--- src/rtl/tile_scroll_scheduler.sv ---
// rtl/tile_scroll_scheduler.sv - Piano Tapper playfield: tap resolution, row scrolling and full-grid repaint sequencing
module tile_scroll_scheduler #(
  parameter int         ROWS       = 8,
  parameter int         TILE       = 10,
  parameter int         LANE_PITCH = 12,
  parameter int         ROW_PITCH  = 12,
  parameter logic [7:0] X0         = 8'd20,
  parameter logic [6:0] Y0         = 7'd10
) (
  input  logic       clock,
  input  logic       reset,
  input  logic       step,
  input  logic [3:0] new_row,
  input  logic [3:0] tap,
  output logic       busy,
  output logic       plot,
  output logic [7:0] RX,
  output logic [6:0] RY,
  output logic [1:0] colour,
  output logic [7:0] score,
  output logic       game_over
);
  localparam int PW = (TILE > 1) ? $clog2(TILE) : 1;
  localparam int RW = (ROWS > 1) ? $clog2(ROWS) : 1;

  typedef enum logic [2:0] {IDLE, CHECK, SHIFT, DRAW, DONE} state_t;
  state_t state, state_next;

  logic [3:0]    grid [ROWS];
  logic [3:0]    held_row, pending_row;
  logic          pending, frozen;
  logic [PW-1:0] px, py;
  logic [1:0]    lane;
  logic [RW-1:0] row;

  logic [3:0] bottom, hits, misses;
  logic [2:0] hit_count;
  logic [8:0] score_sum;
  logic       tap_live, accept, end_game, last_pixel;

  assign bottom     = grid[ROWS-1];
  assign tap_live   = (state == IDLE) && !game_over;
  assign hits       = tap_live ? (tap & bottom) : 4'b0;
  assign misses     = tap_live ? (tap & ~bottom) : 4'b0;
  assign hit_count  = 3'(hits[0]) + 3'(hits[1]) + 3'(hits[2]) + 3'(hits[3]);
  assign score_sum  = 9'(score) + 9'(hit_count);
  // frozen marks that the final game-over repaint has been committed
  assign accept     = (state == IDLE) && !frozen && (step || pending);
  assign end_game   = game_over || (|bottom);
  assign last_pixel = (px == PW'(TILE-1)) && (py == PW'(TILE-1)) &&
                      (lane == 2'd3) && (row == RW'(ROWS-1));
  assign busy       = (state != IDLE);

  always_ff @(posedge clock or posedge reset) begin
    if (reset) state <= IDLE;
    else       state <= state_next;
  end

  always_comb begin
    state_next = state;
    case (state)
      IDLE:    if (accept) state_next = CHECK;
      CHECK:   state_next = end_game ? DRAW : SHIFT;
      SHIFT:   state_next = DRAW;
      DRAW:    if (last_pixel) state_next = DONE;
      DONE:    state_next = IDLE;
      default: state_next = IDLE;
    endcase
  end

  always_ff @(posedge clock or posedge reset) begin
    if (reset) begin
      for (int r = 0; r < ROWS; r++) grid[r] <= 4'b0;
      held_row    <= 4'b0;
      pending_row <= 4'b0;
      pending     <= 1'b0;
      frozen      <= 1'b0;
      px          <= '0;
      py          <= '0;
      lane        <= 2'd0;
      row         <= '0;
      plot        <= 1'b0;
      RX          <= 8'd0;
      RY          <= 7'd0;
      colour      <= 2'b00;
      score       <= 8'd0;
      game_over   <= 1'b0;
    end else begin
      plot <= (state == DRAW);
      if (state == DRAW) begin
        RX     <= X0 + 8'(int'(lane) * LANE_PITCH) + 8'(px);
        RY     <= Y0 + 7'(int'(row) * ROW_PITCH) + 7'(py);
        colour <= grid[row][lane] ? (game_over ? 2'b11 : 2'b01) : 2'b00;
        if (px == PW'(TILE-1)) begin
          px <= '0;
          if (py == PW'(TILE-1)) begin
            py   <= '0;
            lane <= lane + 2'd1;
            if (lane == 2'd3) row <= row + RW'(1);
          end else begin
            py <= py + PW'(1);
          end
        end else begin
          px <= px + PW'(1);
        end
      end else begin
        px   <= '0;
        py   <= '0;
        lane <= 2'd0;
        row  <= '0;
      end

      if (tap_live) begin
        grid[ROWS-1] <= bottom & ~tap;
        score        <= (score_sum > 9'd255) ? 8'd255 : score_sum[7:0];
        if (|misses) game_over <= 1'b1;
      end

      if (accept) begin
        pending  <= 1'b0;
        held_row <= pending ? pending_row : new_row;
      end else if (busy && step && !frozen && !pending) begin
        pending     <= 1'b1;
        pending_row <= new_row;
      end

      // Missed tile or earlier loss: last repaint, nothing queued after it
      if (state == CHECK && end_game) begin
        game_over <= 1'b1;
        frozen    <= 1'b1;
        pending   <= 1'b0;
      end

      if (state == SHIFT) begin
        for (int r = ROWS-1; r > 0; r--) grid[r] <= grid[r-1];
        grid[0] <= held_row;
      end
    end
  end
endmodule
--- config.mk ---
export PLATFORM = sky130hd
export DESIGN_NAME = tile_scroll_scheduler
export DESIGN_NICKNAME = d
export VERILOG_FILES = /design/src/rtl/tile_scroll_scheduler.sv
export SDC_FILE = /design/constraint.sdc
export NUM_CORES = 1
export LEC_CHECK = 0
export BUFFER_PORTS_ARGS = -buffer_cell sky130_fd_sc_hd__buf_2
export CAP_MARGIN = 20
export CORE_AREA = 2 2 129 119
export DETAILED_ROUTE_END_ITERATION = 16
export DIE_AREA = 0 0 131 121
export SYNTH_ARGS = -nofsm -noshare
export SYNTH_HDL_FRONTEND = slang
export SYNTH_SLANG_ARGS = --single-unit
--- constraint.sdc ---
create_clock -name clock -period 7.9 [get_ports clock]
set_input_delay 0.79 -clock clock [delete_from_list [all_inputs] [get_ports clock]]
set_output_delay 0.79 -clock clock [all_outputs]
set_load 0.02 [all_outputs]
==> flow_summary.toml <==
[run_status]
outcome = "finished, final reports clean"

[clock_tree]
postCtsHoldBufs = 0
clockBufferDepth = 2
cts_resized = 0
htreeDepth = 3
cts_tree = "done"
clock_sinks = 84
clkTransAtPathRegs_ps = 60
clock_tree.root_cell = "clkbuf_16"
clk_latency_ps = 340
cts_made_buffers = 9
postCtsSetupRepairBufs = 0

[cells_and_area]
drive_gt1_frac = 0.213
areaGrowthSynthToFinish_pct = 16.4
final_cell_mix = "dfrtp_1, nand2_1, buf_2"
regArea_um2 = 2100
fill_cells = 1435
n_antenna_cell = 0
finalNetCount = 478
layout_commonest_cell = "dfrtp_1"
multi_input_area_um2 = 2000
fin_area_um2 = 4970

[synthesis]
synthSimpleGateAreaFrac = 0.142
synth_compound_area_frac = 0.0840
ys_ff_latch = 84
synthAdderAreaFrac = 0.0867
syn_inst = 404
syn_area_um2 = 4270
synth_seq_area_share = 0.492
syn_area_per_cell_um2 = 10.6
syn-num-nets = 441
ys_types = 46
ys_warn_count = 0
ys_top_cells_by_area = "dfrtp_1, mux2_2, ha_1"
synth_top_family_by_area = "simple AND/OR/NAND/NOR gates"
ys.flop_type = "dfrtp_1"
yosys.area.top_type_share = 0.492
synthXorXnorAreaFrac = 0.0205
netlist.top_cell.by_area = "dfrtp_1"
async_flop_share = 1.00
yosys-mux-area-fraction = 0.133
synth_edf_count = 0

[power]
combPwrFrac = 0.167
ir_worst_vdd_v = 0.0000824
intPower_mw = 0.812
seq_power_share = 0.466
power.leakage_nw = 2.39
clkPwrFrac = 0.367
switching_share = 0.281
powerDensity_nw_per_um2 = 227
p_switching_mw = 0.318

[sta]
slew_headroom = 0.308
hold_violations = 0
fin_crit_sh = 0.475
rsz0062_at_grt = "false"
fmax_mhz = 267
tns_ps = 0
fin_skew_ps = 9.33
fin_ws_ps = 4150
finalCriticalPeriod_ps = 3750
slew_violations = 0
worst_slew_pin_slew_ps = 1040
setup_viol = 0

[global_routing]
grt_usage = 0.116
grt_pass1_wl_mm = 14.4
grt_max_degree = 85
overflow = 0
first_global_vias = 2945
antenna_found_initial = 0

[placement]
dp_slack_ps = 4190
dpl-instance-area_um2 = 4650
io_buffers = 37
dp_hpwl_mm = 5.82
gp_congestion = 0.729

[detailed_routing]
routed_wl_mm = 8.29
ant_nets = 0
firstDrtPassIters = 5
drc = 0
drtIter0Drc = 182
routed_via_density = 4.59
wl_per_cell_um = 12.9
vias = 2952

[worst_setup_path]
rrSetupSlack_ps = 4150
reg2regPathDepth = 11
cp_data_arrival_time_ps = 4020
cp_max_fo = 18
r2r_end = "score[2]"
path_class = "reg2reg"
crit_path_start_kind = "flop"
critPathCaptureType = "flop"
r2r_start = "state[2]"
worstPathRequired_ps = 8160

[hold_path]
hold_path.class = "reg2reg"
whs_endpoint = "RY[3]"
hold_depth = 2
hold_start = "RY[3]"

[die]
fp.coreArea_um2 = 14500
start_util = 0.296
die-area_um2 = 15900
ios = 39
die_h_um = 121
fp.dieW_um = 131
rows = 42

[run]
maxCapViolations = 0
==> how the worst max path moves through the flow <==
stage | from | end | slack (ps) | depth (start not counted)
after floorplan | state[2] | score[2] | 4450 | 13
after CTS | state[2] | score[2] | 4170 | 11
after global placement | state[2] | score[2] | 4320 | 11
after detailed placement | state[2] | score[2] | 4190 | 11
final | state[2] | score[2] | 4150 | 11
after global routing | state[2] | score[2] | 3830 | 11
==> state kept, by name, summed over array words and instances, names as in the netlist <==
signal	count
bottom	4
frozen	1
py	4
score	8
colour	2
game_over	1
pending	1
lane	2
RY	7
pending_row	4
px	4
row	3
grid	28
held_row	4
plot	1
RX	7
state	3
==> Yosys cell counts (2+ instances only) <==
cell type	n
xor2_1	3
buf_4	2
nor2_1	32
nor2b_1	4
a21oi_1	21
xnor2_1	7
clkbuf_1	6
nor3_1	4
mux2_2	32
a22oi_1	4
ha_1	20
inv_1	26
nand4_1	3
buf_2	5
nand2_1	59
nand3_1	15
and3_1	3
nand3b_1	2
fa_1	6
a211oi_1	4
a21o_1	2
o21ai_0	16
o31ai_1	2
mux2i_1	21
dfrtp_1	84
==> worst max-delay path: stages, from the launching register on <==
cell and delay [ps]:
dfrtp_1 430, or3_1 570, nor2_8 290, nand3_1 150
fa_1 510, fa_1 450, inv_1 80, fa_1 210
and4_1 260, nand4_1 280, and3_1 290, a21oi_1 140
==> logic make-up (layout without fill, tap and decap cells) <==
| family | Yosys count | count (layout) |
|---|---|---|
| fa+ha+maj | 26 | 26 |
| compound gates | 57 | 57 |
| simple gates | 132 | 132 |
| buf+inv | 41 | 82 |
| other cells | 1 | 1 |
| mux | 53 | 53 |
| xor+xnor | 10 | 10 |
| flops | 84 | 84 |
==> power groups by stage <==
| stage | registers [mW] | clock network, mW | logic, mW |
|---|---|---|---|
| 6_report | 0.527 | 0.415 | 0.188 |
| 5_1_grt | 0.536 | 0.445 | 0.217 |
| 2_1_floorplan | 0.556 | 0 | 0.104 |
| 3_5_place_dp | 0.535 | 0 | 0.190 |
| 3_3_place_gp | 0.532 | 0 | 0.183 |
| 4_1_cts | 0.528 | 0.425 | 0.190 |
==> layer usage <==
metal / vias up / wire, um / global-route usage
li1: 1451 / - / -
met1: 1435 / 3980 / 0.159
met2: 52 / 3810 / 0.170
met3: 14 / 279 / 0.0251
met4: 0 / 220 / 0.0658
met5: - / 0 / 0
==> stage by stage <==
step / hold WS [ps] / utilization / cells / power, mW
2_1_floorplan: 467 / - / 404 / 0.660
3_5_place_dp: 457 / 0.322 / 627 / 0.725
6_report: 468 / 0.344 / 643 / 1.13
5_1_grt: 514 / 0.344 / 643 / 1.20
3_3_place_gp: 455 / 0.322 / 627 / 0.715
4_1_cts: 472 / 0.342 / 642 / 1.14
==> area by class of cell <==
class,count,area share
Sequential cell,84,0.423
Clock buffer,10,0.0481
Clock inverter,5,0.0106
Timing Repair Buffer,40,0.0458
Multi-Input combinational cell,279,0.403
Inverter,27,0.0206
Tap cell,198,0.0498
No activity file was read; power rests on OpenSTA's default activity.
